--- src/rtl/mem_arbiter.sv ---
// Two-requester memory arbiter: strobed requests are latched per port and issued one at a time; mem_init follows a latched request by one cycle.
// One transaction outstanding; a new strobe on a port that is still pending is dropped and flagged on the sticky err output.
module mem_arbiter #(
   parameter int FIXED_PRIO = 0
) (
   input  logic        clk,
   input  logic        reset,
   input  logic        r0_init,
   input  logic        r1_init,
   input  logic [2:0]  r0_read_op,
   input  logic [2:0]  r1_read_op,
   input  logic [1:0]  r0_write_op,
   input  logic [1:0]  r1_write_op,
   input  logic [31:0] r0_addr,
   input  logic [31:0] r1_addr,
   input  logic [31:0] r0_wdata,
   input  logic [31:0] r1_wdata,
   output logic        r0_ready,
   output logic        r1_ready,
   output logic [31:0] rdata,
   output logic        mem_init,
   output logic [2:0]  mem_read_op,
   output logic [1:0]  mem_write_op,
   output logic [31:0] mem_addr,
   output logic [31:0] mem_wdata,
   input  logic        mem_ready,
   input  logic [31:0] mem_rdata,
   output logic        err
);

   typedef enum logic {IDLE, WAIT} state_t;

   typedef struct packed {
      logic [2:0]  read_op;
      logic [1:0]  write_op;
      logic [31:0] addr;
      logic [31:0] wdata;
   } req_t;

   state_t state_q, state_d;
   logic   pend0_q, pend0_d;
   logic   pend1_q, pend1_d;
   req_t   lat0_q, lat0_d;
   req_t   lat1_q, lat1_d;
   logic   grant_q, grant_d;
   logic   last_grant_q, last_grant_d;
   logic   err_q, err_d;
   logic   sel1;
   req_t   mem_req;

   always_comb begin
      state_d      = state_q;
      pend0_d      = pend0_q;
      pend1_d      = pend1_q;
      lat0_d       = lat0_q;
      lat1_d       = lat1_q;
      grant_d      = grant_q;
      last_grant_d = last_grant_q;
      err_d        = err_q;
      mem_init     = 1'b0;
      mem_req      = '0;
      r0_ready     = 1'b0;
      r1_ready     = 1'b0;

      // Port 1 wins when alone, or on contention when round-robin says it is its turn.
      sel1 = pend1_q & (~pend0_q | ((FIXED_PRIO == 0) & ~last_grant_q));

      if (r0_init && !pend0_q) begin
         pend0_d = 1'b1;
         lat0_d  = '{read_op: r0_read_op, write_op: r0_write_op, addr: r0_addr, wdata: r0_wdata};
      end
      if (r1_init && !pend1_q) begin
         pend1_d = 1'b1;
         lat1_d  = '{read_op: r1_read_op, write_op: r1_write_op, addr: r1_addr, wdata: r1_wdata};
      end
      err_d = err_q | (r0_init & pend0_q) | (r1_init & pend1_q);

      case (state_q)
         IDLE: begin
            if (pend0_q || pend1_q) begin
               mem_init = 1'b1;
               mem_req  = sel1 ? lat1_q : lat0_q;
               grant_d  = sel1;
               state_d  = WAIT;
            end
         end
         WAIT: begin
            mem_req = grant_q ? lat1_q : lat0_q;
            if (mem_ready) begin
               r0_ready     = ~grant_q;
               r1_ready     = grant_q;
               last_grant_d = grant_q;
               state_d      = IDLE;
               // Pending was set on entry to WAIT, so the capture path above cannot fire here.
               if (grant_q) pend1_d = 1'b0;
               else         pend0_d = 1'b0;
            end
         end
         default: state_d = IDLE;
      endcase
   end

   always_ff @(posedge clk) begin
      if (reset) begin
         state_q      <= IDLE;
         pend0_q      <= 1'b0;
         pend1_q      <= 1'b0;
         lat0_q       <= '0;
         lat1_q       <= '0;
         grant_q      <= 1'b0;
         last_grant_q <= 1'b1;
         err_q        <= 1'b0;
      end else begin
         state_q      <= state_d;
         pend0_q      <= pend0_d;
         pend1_q      <= pend1_d;
         lat0_q       <= lat0_d;
         lat1_q       <= lat1_d;
         grant_q      <= grant_d;
         last_grant_q <= last_grant_d;
         err_q        <= err_d;
      end
   end

   assign mem_read_op  = mem_req.read_op;
   assign mem_write_op = mem_req.write_op;
   assign mem_addr     = mem_req.addr;
   assign mem_wdata    = mem_req.wdata;
   assign rdata        = mem_rdata;
   assign err          = err_q;

endmodule

--- config.mk ---
export PLATFORM = sky130hd
export DESIGN_NAME = mem_arbiter
export DESIGN_NICKNAME = d
export VERILOG_FILES = /design/src/rtl/mem_arbiter.sv
export SDC_FILE = /design/constraint.sdc
export NUM_CORES = 1
export LEC_CHECK = 0
export ABC_AREA = 1
export CAP_MARGIN = 30
export CORE_MARGIN = 8
export CORE_UTILIZATION = 49
export DETAILED_ROUTE_END_ITERATION = 10
export GPL_ROUTABILITY_DRIVEN = 0
export PLACE_DENSITY = 0.87
export SYNTH_ARGS = -nofsm -noshare
export SYNTH_HDL_FRONTEND = slang
export SYNTH_SLANG_ARGS = --single-unit
--- constraint.sdc ---
create_clock -name clk -period 2.85 [get_ports clk]
set_input_delay 0.4275 -clock clk [delete_from_list [all_inputs] [get_ports clk]]
set_output_delay 0.4275 -clock clk [all_outputs]
set_load 0.01 [all_outputs]
## Yosys cells after proc, flatten, opt, wreduce, memory -nomap -nowiden

Cells that the tools add are included.

| word-level totals | value |
|---|---|
| bits in registers | 144 |
| bits of input ports | 175 |
| output and inout bits | 105 |
| logic and storage cells | 51 |

| cells by class | value |
|---|---|
| multiplexer cells | 20 |
| bitwise gates (word level) | 10 |
| reductions and logical operators | 7 |

Operators by type and width:

| cell | number |
|---|---|
| $mux 69 | 3 |
| $pmux 69 s2 | 1 |
| $mux 1 | 15 |
| $not 1->1 | 4 |
| $reduce_and 2->1 | 2 |
| $and 1x1->1 | 3 |
| $or 1x1->1 | 3 |
| $logic_and 1x1->1 | 2 |
| $logic_not 1->1 | 2 |
| $pmux 1 s2 | 1 |
| $logic_or 1x1->1 | 1 |

## Depth between registers and ports, before layout

| logic depth | value |
|---|---|
| word-level depth | 6 |
| gate-level depth with buffers | 7 |
| depth with buffers taken out | 5 |

## Worst setup path before layout

OpenSTA, ideal clock, no wires.

| timing | value |
|---|---|
| kind | reg-to-output |
| start | register pend0_q |
| end | output mem_addr[26] |
| data arrival time | 1.027 ns |
| data required time | 2.423 ns |
| slack | 1.396 ns |
| stages on the path, launching flop included | 8 |
| buffers on the path | 2 |
| cells stage by stage | dfxtp_1 nand2_2 nand2_2 buf_4 buf_6 nand2_1 nand3_1 nand2_1 |

| between the ends | value |
|---|---|
| word-level cells in the longest chain between the ends | 6 |
| elaborated cells on any way between the ends | 7 |

RTL lines:

| item | RTL line | source |
|---|---|---|
| start: declaration | 41 | `logic pend0_q, pend0_d;` |
| start signal: assignment | 115 | `pend0_q <= pend0_d;` |
| $not 1->1 | 66 | `sel1 = pend1_q & (~pend0_q \| ((FIXED_PRIO == 0) & ~last_grant_q));` |
| $or 1x1->1 | 66 |  |
| $and 1x1->1 | 66 |  |
| $mux 69 | 82 | `mem_req = sel1 ? lat1_q : lat0_q;` |
| $mux 69 * | 80 | `if (pend0_q \|\| pend1_q) begin` |
| $pmux 69 s2 * | 78 | `case (state_q)` |
| end: declaration | 24 | `output logic [31:0] mem_addr,` |

Mark *: on every way between the ends. The rest lies on a longest branch, timed or not.

## Worst setup path in the final report

| timing | value |
|---|---|
| start | register state_q |
| end | output mem_wdata[12] |

| between the ends | value |
|---|---|
| word-level cells in the longest chain between the ends | 2 |

RTL lines:

| item | RTL line | source |
|---|---|---|
| start: declaration | 40 | `state_t state_q, state_d;` |
| start signal: assignment | 114 | `state_q <= state_d;` |
| $not 1->1 | - |  |
| $pmux 69 s2 * | 78 |  |
| end: declaration | 25 | `output logic [31:0] mem_wdata,` |

Marks and branches as above.

==> results.md <==
- Crit path from: state_q
- Diode count: 0
- Final Hold Fails: 0
- Longest Clk Path Bufs: 2
- Area post-placement: 9477 µm²
- Initial drt markers: 657
- Final period util: 95.78%
- Slew Limit Fails: 0
- I/O Buffers: 215
- Fin crit period: 2.730 ns
- Final core occ: 67.35%
- Layout overhead on the synthesized area: 35.25%
- Worst-margin pin slew: roughly 0.56 ns
- Hold path start: lat0_q[40]
- Worst hold path class: flop to flop
- Synth Instances: approximately 1100
- Most frequent cells in the layout: 215 x clkdlybuf4s50_1, 210 x a21oi_1, 148 x o21ai_0
- Later-pin clock latency in the skew report: 0.43 ns
- Worst path arrival time: 2.30 ns
- Multi-input logic area: roughly 3400 µm²
- Crit Path Category: flop to primary output
- Cell Area, Synth: between 7000 and 8000 µm²
- Cts hold-fix bufs: 0
- Initial antenna violation count: 0
- Synth unique cells: 18
- Max Clk Rate: 366.3 MHz
- Die X: ~140 µm
- Mapped Avg Cell Area: 6.649 µm²
- Crit Path Max Fanout: 26
- CP delay by family, top: buffers and inverters
- I/O pins: 280
- PD cells: between 600 and 700 nW/µm²
- Post-Syn Nets: 1305
- YS warnings: 0
- Worst path bufs/invs: 3
- Final TNS setup: 0 ns
- Inst Count DP: 1426
- Synthesis-stage register bit count: between 100 and 150
- Initial Util: between 40% and 50%
- Routed len/inst: between 15 and 20 µm
- FP Rows: 45
- Worst reg2reg setup slack: approximately 0.81 ns
- Via Count: between 8000 and 9000
- Post-CTS repair timing setup buffer count: 0
- Worst-path clk slew: roughly 0.060 ns
- Commonest non-fill, non-tap cell in the layout: clkdlybuf4s50_1
- Skew final: 0.01279 ns
- Max IR drop VDD: ~0.43 mV
- Crit path cell chain: inv_2, buf_4, a21oi_1, o21ai_0, nand2_1, clkdlybuf4s50_1
- Total leakage power: 4.373 nW
- Post-cts sizing count: 0
- Root Driver: clkbuf_16
- Nature of the critical path startpoint: flop
- TritonRoute pass-1 iters: 5
- DRC: 0
- Sequential element share of the synthesized area: 38.37%
- Post-synth top area share: a little under two fifths
- FF/Latch Area: ~2900 µm²
- Largest net degree at the start of global routing: 76
- CP max-delay cell: clkdlybuf4s50_1
- Crit path required time: 2.42 ns
- Status: finished, final reports clean
- Final Non-Filler Cells: 1457
- R2R Path Start: pend1_q
- Final setup viols: 0
- Total CTS buffers: 17
- Final ANT Viol Nets: 0
- Placeable Area: 15090 µm²
- Die area: 19550 µm²
- Layout Nets: 1432
- Max-cap viol count: 0
- Global-route wire length before repair: a little under 40 mm
- RSZ-0062 raised after global routing: no
- Chip height: 139.8 µm
- Vias in the first global route: 7983
- # clock sinks: ~140
- CP endpoint kind: primary output
- Ratio of cells with drive above 1 in the final layout: 4.886%
- GRT Total Usage: 24.35%
- TritonCTS clock tree: done
- Number of H-tree levels: 4
- Cell taking the most area after synthesis: dfxtp_1
- Fill cells: approximately 1300
- Final instance area: 10160 µm²
- Dpl hpwl: 16.09 mm
- Total wire length: approximately 25 mm
- Synth area leaders: dfxtp_1 38%, a21oi_1 14%, o21ai_0 9.9%
- Crit path largest cell delay: 0.48 ns
- Total grt overflow: 0
- Slew HR: 62.89%
- Vias per cell: 5.620
-- flip-flops by register name, summed over array words and instances, names as in the netlist --
| signal | cells |
|---|---|
| pend1_q | 1 |
| last_grant_q | 1 |
| state_q | 1 |
| pend0_q | 1 |
| grant_q | 1 |
| lat0_q | 69 |
| lat1_q | 69 |
| err | 1 |
-- cell families after synthesis --
kind of cell,Yosys count,share of synthesized area [%]
buf+inv,273,16.50
compound gates,422,28.18
simple gates,291,16.95
flops,144,38.37
-- synth_stat cells --
cell and number:
o21ai_0 148, buf_1 8, nor2_2 1, a211oi_1 1
a21o_1 1, nand2_2 2, nand3_1 139, o21ai_1 62
buf_2 52, nor2_1 5, inv_1 141, nand2_1 144
clkbuf_1 29, a21oi_1 210, buf_4 38, inv_2 4
buf_6 1, dfxtp_1 144
-- layout make-up --
class,count,area share [%]
Clock buffer,21,4.740
Clock inverter,10,2.007
Inverter,145,5.368
Multi-Input combinational cell,713,33.56
Sequential cell,144,28.42
Tap cell,188,2.315
Timing Repair Buffer,236,23.59
-- layer usage --
| layer | part of all wire [%] | global-route usage (%) | up-vias |
|---|---|---|---|
| li1 | - | - | 3961 |
| met1 | 41 | 28.63 | 3761 |
| met2 | 47 | 40.01 | 402 |
| met3 | 8.9 | 7.353 | 65 |
| met4 | 3.0 | 11.31 | 0 |
| met5 | 0 | 0 | - |
-- path summary, 6_finish.rpt --
path / to / depth (start not counted)
worst max-delay path: mem_wdata[12] / 6
worst min-delay path: lat0_q[40] / 2
worst max register to register: lat1_q[68] / 6
worst min register to register: lat0_q[40] / 2
-- worst reg2reg max path: stages (launching register included) --
cell and delay [ns]:
dfxtp_2 0.37, buf_4 0.48, inv_2 0.10, nand2_4 0.38, buf_4 0.37, o21ai_0 0.13, a21oi_1 0.16
-- stage by stage --
stage | power [mW] | hold slack [ns] | setup slack, ns
after floorplan | 3.179 | 0.4406 | 1.396
after global placement | 3.829 | 0.4503 | 0.6361
after detailed placement | 3.866 | 0.4551 | 0.5958
after CTS | 6.450 | 0.4632 | 0.1154
after global routing | 6.702 | 0.4837 | 0.01104
final | 6.427 | 0.4634 | 0.1203
-- power by group --
group,switching [mW],internal (mW)
clock,0.852,1.73
sequential,0.0797,2.18
combinational,0.855,0.723
total,1.79,4.64
No activity file was read; power rests on OpenSTA's default activity.
